### src/rtl/poly_bram_unloader_pkg.sv
// Shared definitions for the result-BRAM unloader.
// Holds the parameter defaults, the controller state encoding and the read tag
// that travels alongside each outstanding BRAM read.
package poly_bram_unloader_pkg;

    localparam int unsigned LOGQ_DEF        = 54;
    localparam int unsigned LOGN_DEF        = 13;
    localparam int unsigned BRAM_RD_LAT_DEF = 2;

    typedef enum logic [1:0] {
        StIdle,
        StIssue,
        StDrain
    } unload_state_e;

    // valid: a read was issued; sel: 0 = BRAM 0, 1 = BRAM 1; last: final word of the unload
    typedef struct packed {
        logic valid;
        logic sel;
        logic last;
    } rd_tag_t;

endpackage

### src/rtl/delay_register_reset.sv
// DelayRegisterReset: fixed-depth shift register with synchronous, active-high reset.
// Ports:
//   clk, rst  clock and synchronous reset (clears every stage)
//   d_i       input word
//   q_o       input word delayed by DEPTH clock edges
module DelayRegisterReset #(
    parameter int unsigned WIDTH = 1,
    parameter int unsigned DEPTH = 1
) (
    input  logic             clk,
    input  logic             rst,
    input  logic [WIDTH-1:0] d_i,
    output logic [WIDTH-1:0] q_o
);

    logic [WIDTH-1:0] stage_q [DEPTH];

    always_ff @(posedge clk) begin
        if (rst) begin
            for (int i = 0; i < DEPTH; i++) begin
                stage_q[i] <= '0;
            end
        end else begin
            stage_q[0] <= d_i;
            for (int i = 1; i < DEPTH; i++) begin
                stage_q[i] <= stage_q[i-1];
            end
        end
    end

    assign q_o = stage_q[DEPTH-1];

endmodule

### src/rtl/poly_bram_unloader_fifo.sv
// unload_sync_fifo: small synchronous FIFO buffering unloaded coefficients.
// Ports:
//   clk, rst  clock and synchronous reset (empties the FIFO, clears storage)
//   push_i    write wdata_i this cycle
//   wdata_i   word to write
//   pop_i     drop the head word this cycle
//   rdata_o   head word (valid while !empty_o)
//   count_o   number of stored words
//   empty_o   no words stored
//   full_o    DEPTH words stored
module unload_sync_fifo #(
    parameter int unsigned WIDTH = 55,
    parameter int unsigned DEPTH = 4,
    localparam int unsigned CntW = $clog2(DEPTH + 1)
) (
    input  logic             clk,
    input  logic             rst,
    input  logic             push_i,
    input  logic [WIDTH-1:0] wdata_i,
    input  logic             pop_i,
    output logic [WIDTH-1:0] rdata_o,
    output logic [CntW-1:0]  count_o,
    output logic             empty_o,
    output logic             full_o
);

    localparam int unsigned PtrW = (DEPTH > 1) ? $clog2(DEPTH) : 1;

    logic [WIDTH-1:0] mem_q [DEPTH];
    logic [PtrW-1:0]  wr_ptr_q, wr_ptr_d;
    logic [PtrW-1:0]  rd_ptr_q, rd_ptr_d;
    logic [CntW-1:0]  count_q, count_d;
    logic             do_push, do_pop;

    assign empty_o = (count_q == '0);
    assign full_o  = (count_q == CntW'(DEPTH));
    assign count_o = count_q;
    assign rdata_o = mem_q[rd_ptr_q];

    assign do_push = push_i && !full_o;
    assign do_pop  = pop_i && !empty_o;

    always_comb begin
        wr_ptr_d = wr_ptr_q;
        rd_ptr_d = rd_ptr_q;
        count_d  = count_q;
        if (do_push) begin
            wr_ptr_d = (wr_ptr_q == PtrW'(DEPTH - 1)) ? '0 : wr_ptr_q + 1'b1;
        end
        if (do_pop) begin
            rd_ptr_d = (rd_ptr_q == PtrW'(DEPTH - 1)) ? '0 : rd_ptr_q + 1'b1;
        end
        case ({do_push, do_pop})
            2'b10:   count_d = count_q + 1'b1;
            2'b01:   count_d = count_q - 1'b1;
            default: count_d = count_q;
        endcase
    end

    always_ff @(posedge clk) begin
        if (rst) begin
            wr_ptr_q <= '0;
            rd_ptr_q <= '0;
            count_q  <= '0;
            for (int i = 0; i < DEPTH; i++) begin
                mem_q[i] <= '0;
            end
        end else begin
            wr_ptr_q <= wr_ptr_d;
            rd_ptr_q <= rd_ptr_d;
            count_q  <= count_d;
            if (do_push) begin
                mem_q[wr_ptr_q] <= wdata_i;
            end
        end
    end

    // Upstream credit accounting must make this impossible.
    push_while_full: assert property (@(posedge clk) disable iff (rst) !(push_i && full_o));

endmodule

### src/rtl/poly_bram_unloader.sv
// poly_bram_unloader: streams the result polynomial(s) from the result BRAMs to the host.
// Ports:
//   clk, rst        clock and synchronous, active-high reset
//   start, both     begin an unload (sampled in IDLE); both=1 unloads poly0 then poly1
//   busy, done      operation in progress; one-cycle pulse on the final handshake
//   bram_rd_addr    registered read address shared by both result BRAMs
//   bram0_rd_data   result BRAM 0 read data (C0 / m)
//   bram1_rd_data   result BRAM 1 read data (C1)
//   m_valid/m_ready valid/ready output stream
//   m_data, m_last  coefficient and end-of-unload marker
module poly_bram_unloader
    import poly_bram_unloader_pkg::*;
#(
    parameter int unsigned LOGQ        = LOGQ_DEF,
    parameter int unsigned LOGN        = LOGN_DEF,
    parameter int unsigned BRAM_RD_LAT = BRAM_RD_LAT_DEF,
    // Must be at least BRAM_RD_LAT + 2 to sustain one word per cycle.
    parameter int unsigned FIFO_DEPTH  = 4
) (
    input  logic            clk,
    input  logic            rst,
    input  logic            start,
    input  logic            both,
    output logic            busy,
    output logic            done,
    output logic [LOGN-1:0] bram_rd_addr,
    input  logic [LOGQ-1:0] bram0_rd_data,
    input  logic [LOGQ-1:0] bram1_rd_data,
    output logic            m_valid,
    input  logic            m_ready,
    output logic [LOGQ-1:0] m_data,
    output logic            m_last
);

    localparam int unsigned CntW = $clog2(FIFO_DEPTH + 1);
    localparam int unsigned OccW = CntW + 1;

    unload_state_e   state_q, state_d;
    logic            both_q, both_d;
    logic [LOGN:0]   issue_cnt_q, issue_cnt_d;
    logic [LOGN:0]   accept_cnt_q, accept_cnt_d;
    logic [LOGN-1:0] addr_q, addr_d;
    logic [CntW-1:0] inflight_q, inflight_d;

    logic [LOGN:0]   total_m1;
    logic            issue;
    logic            handshake;
    logic [OccW-1:0] occupancy;
    logic [OccW-1:0] limit;
    rd_tag_t         tag_in, tag_out;
    logic            fifo_empty, fifo_full;
    logic [CntW-1:0] fifo_count;
    logic [LOGQ-1:0] capture_data;

    assign total_m1  = both_q ? {(LOGN + 1){1'b1}} : {1'b0, {LOGN{1'b1}}};
    assign handshake = m_valid && m_ready;

    // Reads in flight plus buffered words may not exceed the FIFO depth. A word
    // leaving this cycle frees its slot early so a full loop runs without bubbles.
    assign occupancy = OccW'(inflight_q) + OccW'(fifo_count);
    assign limit     = OccW'(FIFO_DEPTH) + OccW'(handshake);
    assign issue     = (state_q == StIssue) && (occupancy < limit);

    assign tag_in = '{valid: issue, sel: issue_cnt_q[LOGN], last: (issue_cnt_q == total_m1)};

    // One stage covers the address register, the rest the BRAM read latency, so the
    // tag emerges in the same cycle as the matching rd_data.
    DelayRegisterReset #(
        .WIDTH ($bits(rd_tag_t)),
        .DEPTH (BRAM_RD_LAT + 1)
    ) u_tag_pipe (
        .clk (clk),
        .rst (rst),
        .d_i (tag_in),
        .q_o (tag_out)
    );

    assign capture_data = tag_out.sel ? bram1_rd_data : bram0_rd_data;

    unload_sync_fifo #(
        .WIDTH (LOGQ + 1),
        .DEPTH (FIFO_DEPTH)
    ) u_fifo (
        .clk     (clk),
        .rst     (rst),
        .push_i  (tag_out.valid),
        .wdata_i ({tag_out.last, capture_data}),
        .pop_i   (handshake),
        .rdata_o ({m_last, m_data}),
        .count_o (fifo_count),
        .empty_o (fifo_empty),
        .full_o  (fifo_full)
    );

    assign m_valid      = !fifo_empty;
    assign bram_rd_addr = addr_q;
    assign busy         = (state_q != StIdle);
    assign done         = handshake && busy && (accept_cnt_q == total_m1);

    always_comb begin
        state_d      = state_q;
        both_d       = both_q;
        issue_cnt_d  = issue_cnt_q;
        accept_cnt_d = accept_cnt_q;
        addr_d       = addr_q;
        inflight_d   = inflight_q;

        case ({issue, tag_out.valid})
            2'b10:   inflight_d = inflight_q + 1'b1;
            2'b01:   inflight_d = inflight_q - 1'b1;
            default: inflight_d = inflight_q;
        endcase

        if (handshake) begin
            accept_cnt_d = accept_cnt_q + 1'b1;
        end

        unique case (state_q)
            StIdle: begin
                if (start) begin
                    state_d      = StIssue;
                    both_d       = both;
                    issue_cnt_d  = '0;
                    accept_cnt_d = '0;
                end
            end
            StIssue: begin
                if (issue) begin
                    addr_d      = issue_cnt_q[LOGN-1:0];
                    issue_cnt_d = issue_cnt_q + 1'b1;
                    if (issue_cnt_q == total_m1) begin
                        state_d = StDrain;
                    end
                end
            end
            StDrain: begin
                if (done) begin
                    state_d = StIdle;
                end
            end
            default: state_d = StIdle;
        endcase
    end

    always_ff @(posedge clk) begin
        if (rst) begin
            state_q      <= StIdle;
            both_q       <= 1'b0;
            issue_cnt_q  <= '0;
            accept_cnt_q <= '0;
            addr_q       <= '0;
            inflight_q   <= '0;
        end else begin
            state_q      <= state_d;
            both_q       <= both_d;
            issue_cnt_q  <= issue_cnt_d;
            accept_cnt_q <= accept_cnt_d;
            addr_q       <= addr_d;
            inflight_q   <= inflight_d;
        end
    end

    logic unused_full;
    assign unused_full = fifo_full;

endmodule

### config.mk
export PLATFORM = sky130hd
export DESIGN_NAME = poly_bram_unloader
export DESIGN_NICKNAME = d
export VERILOG_FILES = /design/src/rtl/poly_bram_unloader_pkg.sv /design/src/rtl/delay_register_reset.sv /design/src/rtl/poly_bram_unloader_fifo.sv /design/src/rtl/poly_bram_unloader.sv
export SDC_FILE = /design/constraint.sdc
export NUM_CORES = 1
export LEC_CHECK = 0
export CORE_MARGIN = 1
export CORE_UTILIZATION = 45
export DETAILED_ROUTE_END_ITERATION = 7
export PLACE_DENSITY_LB_ADDON = 0.1
export REMOVE_ABC_BUFFERS = 1
export SLEW_MARGIN = 30
export SYNTH_ARGS = -nofsm -noshare
export SYNTH_HDL_FRONTEND = slang
export SYNTH_HIERARCHICAL = 1
export SYNTH_SLANG_ARGS = --single-unit
export TNS_END_PERCENT = 50
### constraint.sdc
create_clock -name clk -period 4.3 [get_ports clk]
set_clock_uncertainty 0.15 [all_clocks]
set_input_delay 0.86 -clock clk [delete_from_list [all_inputs] [get_ports clk]]
set_output_delay 0.86 -clock clk [all_outputs]
set_load 0.02 [all_outputs]
* Word level (Yosys, flattened, before mapping)
Memory sizes are Yosys's and may differ from the RTL's. A register that Yosys moved wholly into a read port is not among the register bits. Index checks and enable logic that the tools add are counted. Widths: inputs -> output; s select.
Storage, ports and cells: bits in registers 54, memory bits (writable) 229, bits of input ports 113, output and inout port bits 71, memories kept 2
Memory list:
- u_fifo.mem_q | words 4, bits a word 55, rd ports 1, clocked after memory_dff 1, wr ports 4, RTL line poly_bram_unloader_fifo.sv:29 | logic [WIDTH-1:0] mem_q [DEPTH];
- u_tag_pipe.stage_q | words 3, bits a word 3, rd ports 3, clocked after memory_dff 0, wr ports 3, RTL line delay_register_reset.sv:16 | logic [WIDTH-1:0] stage_q [DEPTH];
Operators by class: add/sub/neg operators 10, magnitude comparators 1, eq/ne operators 15, muxes and demuxes 31, bitwise operators 3, reduce and logical (&&, ||, !) cells 19
Operator list (count):
- $mux 14 | 6
- $mux 55 | 1
- $reduce_or 55->1 | 1
- $mux 54 | 1
- $add 14x1->14 const B | 2
- $eq 14x14->1 | 2
- $pmux 14 s2 | 1
- $mux 2 | 9
- $pmux 3 s2 | 2
- $eq 2x2->1 const B | 5
- $mux 3 | 3
- $reduce_bool 2->1 | 4
- $mux 1 | 7
- $add 3x1->3 const B | 2
- $eq 2x1->1 const B | 3
- $logic_and 1x1->1 | 6
- $ne 2x2->1 const B | 3
- $pmux 2 s3 | 1
- $sub 3x1->3 const B | 2
- $add 2x1->2 const B | 2
- $add 3x1->4 const A | 1
- $add 3x3->4 | 1
- $lt 4x4->1 | 1
- $reduce_and 2->1 | 2
- 8 further kinds | 11

* Logic depth before layout (Yosys ltp)
depth in word-level cells 8, gate-level depth with buffers 12, mapped depth without buffers 10

* By module
Netlist, hierarchy kept.
By module, submodules not included:
- unload_sync_fifo | times used 1, cells an instance 583, area each 9982.1 um^2, seq. area each 6786.5 um^2
- poly_bram_unloader | times used 1, cells an instance 306, area each 2860.2 um^2, seq. area each 940.9 um^2
- DelayRegisterReset | times used 1, cells an instance 21, area each 259.0 um^2, seq. area each 180.2 um^2

* Least setup slack after synthesis
OpenSTA, ideal clock, no wires.
path kind input-to-reg, start in rst, end mem u_fifo.mem_q[1][0] (enable), setup time 416 ps, arrival time 2793 ps, data required time 3734 ps, slack 941 ps, stages on the path 4, cells stage by stage nand2b_1 > nor4b_4 > buf_6 > or2_1
RTL lines:
- start: declaration | RTL line poly_bram_unloader.sv:21 | input logic rst,
- end: declaration | RTL line poly_bram_unloader_fifo.sv:29

* Final worst setup path
start in m_ready, end out done
On the way: word-level cells in the longest chain between the ends 3
RTL lines:
- start: declaration | RTL line poly_bram_unloader.sv:30 | input logic m_ready,
- $logic_and 1x1->1 | RTL line poly_bram_unloader.sv:56 | assign handshake = m_valid && m_ready;
- $logic_and 1x1->1 (2 in a row) | RTL line poly_bram_unloader.sv:98 | assign done = handshake && busy && (accept_cnt_q == total_m1);
- end: declaration | RTL line poly_bram_unloader.sv:25 | output logic done,
No other way between the ends.

==> flow_summary.rst <==
.. list-table::
   :header-rows: 1

   * - Metric
     - Value
   * - Clock slew at reported path FFs
     - 50 ps
   * - Number of H-tree branching levels
     - 1
   * - Yosys reg bits
     - 285
   * - Number of global-route vias before repair
     - 7,895
   * - Pin count of the biggest net entering global routing
     - 56
   * - Drt first-iter violations
     - 430
   * - Final-report max-slew violation count
     - 0
   * - Post-synth top flop
     - edfxtp_1
   * - Metal2 WL
     - 13.6 mm
   * - Setup violators final
     - 0
   * - Final critical-path setup slack
     - 357 ps
   * - Data required, critical path
     - 3290 ps
   * - Hold_ws
     - 283 ps
   * - Final Instance Area
     - 16,400 um^2
   * - Main area contributors after synthesis
     - edfxtp_1 (50%), and2_1 (11%), dfxtp_1 (9.9%)
   * - Number of antenna violations at the first check in global routing
     - 0
   * - Power per standard cell area
     - 374 nW/um^2
   * - Share of flip-flops with an asynchronous set or reset
     - 0
   * - Total negative slack for setup checks
     - 0 ps
   * - Wire length the detailed router placed on met1
     - 11.9 mm
   * - Number of gates resized after CTS
     - 0
   * - Number of warnings printed during yosys synthesis
     - 6
   * - Crit-path max FO
     - 5
   * - Root Buffer
     - clkbuf_16
   * - Clock buffer depth
     - 3
   * - Initial cell density of the core
     - 0.456
   * - Floorplan Core Area
     - 28,700 um^2
   * - Via density per instance
     - 5.15
   * - Total Die Area
     - 29,800 um^2
   * - Pwr Total
     - 6120 uW
   * - Final #Nets
     - 1,213
   * - Reg2reg start
     - u_fifo/count_o[0]
   * - Launch point of the critical path
     - m_ready
   * - CTS sink count
     - 285
   * - Unrepaired setup endpoints after global routing
     - false
   * - Half-perimeter wire length after detailed placement
     - 16.2 mm
   * - Classification of the worst setup path
     - in -> out
   * - Top metal layer carrying routed signals
     - met4
   * - Placed cell area
     - 15,300 um^2
   * - Met3 wire length
     - 1.12 mm
   * - Aggregate global-route resource usage
     - 0.184
   * - Share of the synthesized area in the top cell type
     - 0.504
   * - Die width
     - 173 um
   * - Classification of the worst-slack hold path
     - reg -> reg
   * - Post-synth top area cell
     - edfxtp_1
   * - Sequential area share after synthesis
     - 0.604
   * - Worst slew margin
     - 0.562
   * - Total count of hold-check failures in the final report
     - 0
   * - Per-cell routed wire length
     - 18.1 um
   * - Kind of start point of the critical path
     - input pin
   * - Commonest cells in the netlist
     - and2_1 (220), edfxtp_1 (220), dfxtp_1 (65)
   * - Result of the run
     - complete, no violations
   * - Tightest Pin Transition
     - 653 ps
   * - Unique cell type count in the Yosys netlist
     - 46
   * - Height of the chip
     - 173 um
   * - Leakage
     - 0.00583 uW
   * - Detailed-routing iteration count for the pre-antenna-repair pass
     - 5
   * - Number of diodes added for antenna fixing
     - 0
   * - Number of buffers created by CTS
     - 31
   * - Min cycle time layout
     - 3940 ps
   * - Wire length of the first global-routing pass
     - 43.0 mm
   * - Arrival time worst endpoint
     - 2930 ps
   * - Overflow left after global routing
     - 0
   * - Count of flip-flops with a built-in enable after synthesis
     - 220
   * - Crit path capture type
     - output pin
   * - Routed vias
     - 7,707
   * - Count of buffers inserted at the top-level ports
     - 183
   * - Peak Freq
     - 254 MHz
   * - Max rail drop VDD
     - 0.311 mV
   * - Post-synthesis cell count
     - 910
   * - CTS tree
     - yes
   * - Post-synthesis cell area
     - 13,100 um^2
   * - Startpoint of the worst hold path
     - u_tag_pipe/stage_q[0][1]
   * - Share of the cycle needed by the critical path after routing
     - 0.917
   * - Post-CTS setup buffers
     - 0
   * - Post-CTS Hold Fix Bufs
     - 0
   * - Number of remaining DRC errors
     - 0
   * - Row count
     - 62
   * - Share of post-route cells with drive strength above 1
     - 0.181
   * - Total detailed-routing wirelength
     - 27.1 mm
   * - Mean cell area of the mapped netlist
     - 14.4 um^2
   * - Reported max-cap violation count
     - 0
   * - Clock insertion delay at the later pin of the skew report
     - 550 ps
   * - Area delta synth->final
     - 24.8%
   * - RePlAce Congestion
     - 0.705
   * - Post-route antenna net violation count
     - 0
   * - Worst setup timing slack at the placement stage
     - 360 ps
   * - Number of I/O pins
     - 184
==> metal layers <==
layer  GRT usage  vias up
met5           0        -
met4      0.0432        0
met3      0.0264       36
met2       0.323      146
met1       0.240     3827
li1            -     3698
==> worst paths after layout <==
check / end / slack, ps / cells after the start
worst min-delay path: u_tag_pipe/stage_q[0][4] / 280 / 1
worst min register to register: u_tag_pipe/stage_q[0][4] / 280 / 1
worst max register to register: issue_cnt_q[7] / 1370 / 7
worst max-delay path: done / 360 / 5
==> sequential cells by signal (all words and copies together) (netlist names), named ones only <==
signal	cells
u_tag_pipe/stage_q	9
both_q	1
u_fifo/wr_ptr_q	2
inflight_q	3
state_q	2
u_fifo/mem_q	220
issue_cnt_q	14
u_fifo/count_o	3
bram_rd_addr	13
accept_cnt_q	14
u_fifo/rd_ptr_q	2
==> per-stage QoR <==
step | utilization | std cells
4_1_cts | 0.570 | 1497
6_report | 0.570 | 1497
3_5_place_dp | 0.533 | 1439
3_3_place_gp | 0.533 | 1439
5_1_grt | 0.570 | 1497
2_1_floorplan | - | 853
==> cell type report <==
cell class	count	area, um^2
fill	2354	12400
sequential	285	7920
multi-input combinational	553	4810
timing repair buffer	202	2050
clock buffer	40	871
tap	384	480
clock inverter	18	166
inverter	15	61.3
==> placed cells by master (no fill, tap or decap), drive strengths merged, types with 4 or more instances in the layout <==
| cell | Yosys | routed |
|---|---|---|
| nand2 | 14 | 14 |
| clkinv | 0 | 14 |
| mux2i | 17 | 17 |
| o21ai | 12 | 12 |
| ha | 9 | 9 |
| xor2 | 7 | 7 |
| or4 | 11 | 11 |
| xnor2 | 8 | 8 |
| clkdlybuf4s50 | 0 | 183 |
| nand4 | 6 | 6 |
| o31ai | 10 | 10 |
| inv | 15 | 16 |
| nand3 | 10 | 10 |
| buf | 29 | 19 |
| nor2 | 33 | 33 |
| clkbuf | 28 | 40 |
| nor2b | 12 | 12 |
| mux4 | 55 | 55 |
| edfxtp | 220 | 220 |
| and2 | 220 | 220 |
| nor4 | 4 | 4 |
| mux2 | 54 | 54 |
| a21oi | 26 | 26 |
| or3 | 13 | 13 |
| or2 | 6 | 6 |
| dfxtp | 65 | 65 |
| nor3 | 4 | 4 |
==> critical path, stage by stage <==
cell,delay [ps]
clkdlybuf4s50_1,570
nand4b_1,210
or3_1,470
nor3_1,190
clkdlybuf4s50_1,630
==> report_power, final <==
part           switching [uW]  internal (uW)
combinational             187            212
sequential               26.4           3040
clock                    1060           1600
total                    1270           4850
==> cell families (layout without fill, tap and decap cells) <==
group,count (synthesis),after routing,share of synthesized area
AO/OA/AOI/OAI,53,53,0.0239
adder cells (fa/ha/maj),12,12,0.0132
multiplexers,126,126,0.154
XOR/XNOR,15,15,0.0100
buffers and inverters,72,275,0.0315
flip-flops,285,285,0.604
AND/OR/NAND/NOR,347,347,0.164
Note: power is estimated with default switching activity, not from simulation.
